**src/rtl/TEST_TYPES.sv**
```systemverilog
// Shared test types used by the array producer and its consumers.
//   a_struct_t : one array element; a single 'stuff' bit.
package TEST_TYPES;
  typedef struct packed {
    logic stuff;
  } a_struct_t;
endpackage

```
**src/rtl/struct_chk_pkg.sv**
```systemverilog
// Checker-side shared definitions.
//   chk_state_e    : run FSM states.
//   expected_stuff : golden alternating pattern, element i holds bit 0 of i.
package struct_chk_pkg;
  typedef enum logic [1:0] {IDLE, RUN, DONE} chk_state_e;

  function automatic logic expected_stuff(input int i);
    return i[0];
  endfunction
endpackage

```
**src/rtl/struct_array_cmp.sv**
```systemverilog
// Registered compare stage: per-element mismatch of an accepted beat
// against the golden pattern.
// Ports:
//   clk, rst          : clock, async active-high reset
//   beat / beat_vld   : accepted array beat (N elements) and its valid
//   mismatch / mm_vld : registered per-element mismatch and its valid
module struct_array_cmp #(
  parameter int N = 4
) (
  input  logic         clk,
  input  logic         rst,
  input  logic [N-1:0] beat,
  input  logic         beat_vld,
  output logic [N-1:0] mismatch,
  output logic         mm_vld
);
  import TEST_TYPES::*;
  import struct_chk_pkg::*;

  a_struct_t [N-1:0] elem;
  logic      [N-1:0] mm_d;

  assign elem = beat;

  for (genvar g = 0; g < N; g++) begin : g_elem
    assign mm_d[g] = elem[g].stuff ^ expected_stuff(g);
  end

  // Reset also drops any beat in flight so an aborted run leaves no trace.
  always_ff @(posedge clk or posedge rst) begin
    if (rst) begin
      mismatch <= '0;
      mm_vld   <= 1'b0;
    end else begin
      mm_vld <= beat_vld;
      if (beat_vld) mismatch <= mm_d;
    end
  end
endmodule

```
**config.mk**
```make
export PLATFORM = sky130hd
export DESIGN_NAME = struct_array_cmp
export DESIGN_NICKNAME = d
export VERILOG_FILES = /design/src/rtl/TEST_TYPES.sv /design/src/rtl/struct_chk_pkg.sv /design/src/rtl/struct_array_cmp.sv
export SDC_FILE = /design/constraint.sdc
export NUM_CORES = 1
export LEC_CHECK = 0
export ABC_AREA = 1
export CAP_MARGIN = 20
export CORE_AREA = 2 2 39 41
export DETAILED_ROUTE_END_ITERATION = 10
export DIE_AREA = 0 0 41 43
export DONT_BUFFER_PORTS = 1
export GPL_ROUTABILITY_DRIVEN = 0
export REMOVE_ABC_BUFFERS = 1
export SLEW_MARGIN = 20
export SYNTH_ARGS = -nofsm -noshare
export SYNTH_HDL_FRONTEND = slang
export SYNTH_SLANG_ARGS = --single-unit
```
**constraint.sdc**
```tcl
create_clock -name clk -period 0.8 [get_ports clk]
set_input_delay 0.08 -clock clk [delete_from_list [all_inputs] [get_ports clk]]
set_output_delay 0.08 -clock clk [all_outputs]
set_load 0.01 [all_outputs]
```
==> metrics.txt <==
status=finished clean; # nets final=39; DRC=0; Max Root-Sink Buffers=2; Startpoint Class=flop; worst slew pin tran=0.236 ns; achievable frequency=1.36 GHz; Power Total=648 µW; gate count of the mapped netlist=21; die width=41 µm; Crit path required time=0.72 ns; H-tree depth=1; Core Box Area=1380 µm²; R2R Path End=mismatch[0]$_DFFE_PP0P_; FF+latch area=125 µm²; Synth warnings=0; fin util=0.212; CTS tree=yes; share of cells above drive strength 1=0.129; Max-cap violations=0; area of the multi-input gates=45.0 µm²; postcts setup bufs=0; power per cell area=2200 nW/µm²; Overflow after GRT=0; Seq cells post-synth=5; Tot GR Track Use=0.0684; Clock Skew=0 ns; Setup violations, final=0; initial core utilization=0.134; fin crit period=0.736 ns; initial antenna violation count=0; Seq/Total Area, Yosys=0.676; commonest non-fill, non-tap cell in the layout=nand2_1; reg2reg path depth=2; hold slack=0.177 ns; CTS Sinks=5; HP Class=in2async; CP arrival=0.66 ns; DR pass1 iterations=1; Die Span Y=43 µm; headroom to the max-slew limit=0.842; area of the mapped netlist=185 µm²; drt first-iter violations=0; RSZ-0062 raised after global routing=false; Via density=3.32; port bufs=0; setup ws final=0.0641 ns; Post-Route WL=408 µm; Die Area=1760 µm²; Filler Cells Inserted=156; number of library cell types mapped by synthesis=4; CP max FO=2; Final period util=0.920; area grow syn2layout=58.8%; Crit Path Class=reg2out; TNS Setup=0 ns; first-pass GRT wire length=669 µm; setup slack, reg-to-reg=0.15 ns; row count=14; Clk Tree Root Cell=clkbuf_4; commonest cells after routing, fill and taps aside=12 x nand2_1, 5 x dlygate4sd3_1, 5 x dfrtp_1; Setup crit end kind=output port; Slew Limit Fails=0; DR WL/cell=8.68 µm; worst vdd ir=0.000424 V; vias in the first global route=170; vias post-DR=156; Syn Area/Cell=8.82 µm²; Final Hold Viols=0; Worst R2R Start=mismatch[0]$_DFFE_PP0P_; diode count=0; largest net degree at the start of global routing=7; clk slew on worst S/H paths=0.04 ns; Final ANT Viol Nets=0; Clock Latency Late Sink=0.24 ns; count of boundary I/O pins=12; TritonCTS Buffers=3; leak pwr=0.000164 µW; Setup WS pre-CTS=0.155 ns
==> cell usage after synthesis <==
library cell | instances | area (µm²)
inv_2 | 1 | 3.75
dfrtp_1 | 5 | 125
nand2_1 | 12 | 45.0
inv_1 | 3 | 11.3
==> final cells by class <==
| class | instances | area share |
|---|---|---|
| Sequential cell | 5 | 0.426 |
| Timing Repair Buffer | 6 | 0.213 |
| Multi-Input combinational cell | 12 | 0.153 |
| Clock buffer | 4 | 0.0894 |
| Tap cell | 16 | 0.0681 |
| Inverter | 4 | 0.0511 |
==> repair_timing <==
item                       in CTS  in global routing
hold endpoints to repair       10                  0
gates resized for setup         0                  1
setup endpoints to repair       0                  4
hold buffers                    6                  0
==> metal layers <==
layer	global-route usage	vias to the layer above	wire, µm
li1	-	79	-
met1	0.0421	71	140
met2	0.0906	6	213
met3	0.0576	0	54
met4	0.100	0	0
met5	0	-	0
==> where the power goes <==
part	total, µW	switching [µW]	internal, µW
Sequential	298	23.9	274
Combinational	54.7	24.8	29.9
Clock	295	106	189
Total	648	155	493
==> state kept, by name, indices dropped and copies added (netlist names) <==
signal / cells
mismatch: 4
mm_vld: 1
==> cells by family (layout without fill, tap and decap cells) <==
logic type	count (synthesis)	in the layout	share of synthesized area
and+or+nand+nor	12	12	0.243
buffers and inverters	4	14	0.0811
DFF	5	5	0.676
==> worst max-delay path by stage <==
stage	depth (start not counted)	end	slack [ns]	startpoint
final	0	mismatch[0]	0.06	mismatch[0]$_DFFE_PP0P_
after global placement	2	mismatch[0]$_DFFE_PP0P_	0.16	mismatch[0]$_DFFE_PP0P_
after detailed placement	2	mismatch[2]$_DFFE_PP0P_	0.16	mismatch[2]$_DFFE_PP0P_
after global routing	0	mismatch[1]	0.04	mismatch[1]$_DFFE_PP0P_
after CTS	4	mismatch[3]$_DFFE_PP0P_	0.01	beat_vld
after floorplan	2	mismatch[0]$_DFFE_PP0P_	0.18	mismatch[0]$_DFFE_PP0P_
==> stage by stage <==
stage,area (µm²),instances
2_1_floorplan,185,21
3_3_place_gp,205,37
3_5_place_dp,205,37
4_1_cts,292,47
5_1_grt,294,47
6_report,294,47
(Power assumes the default switching activity.)
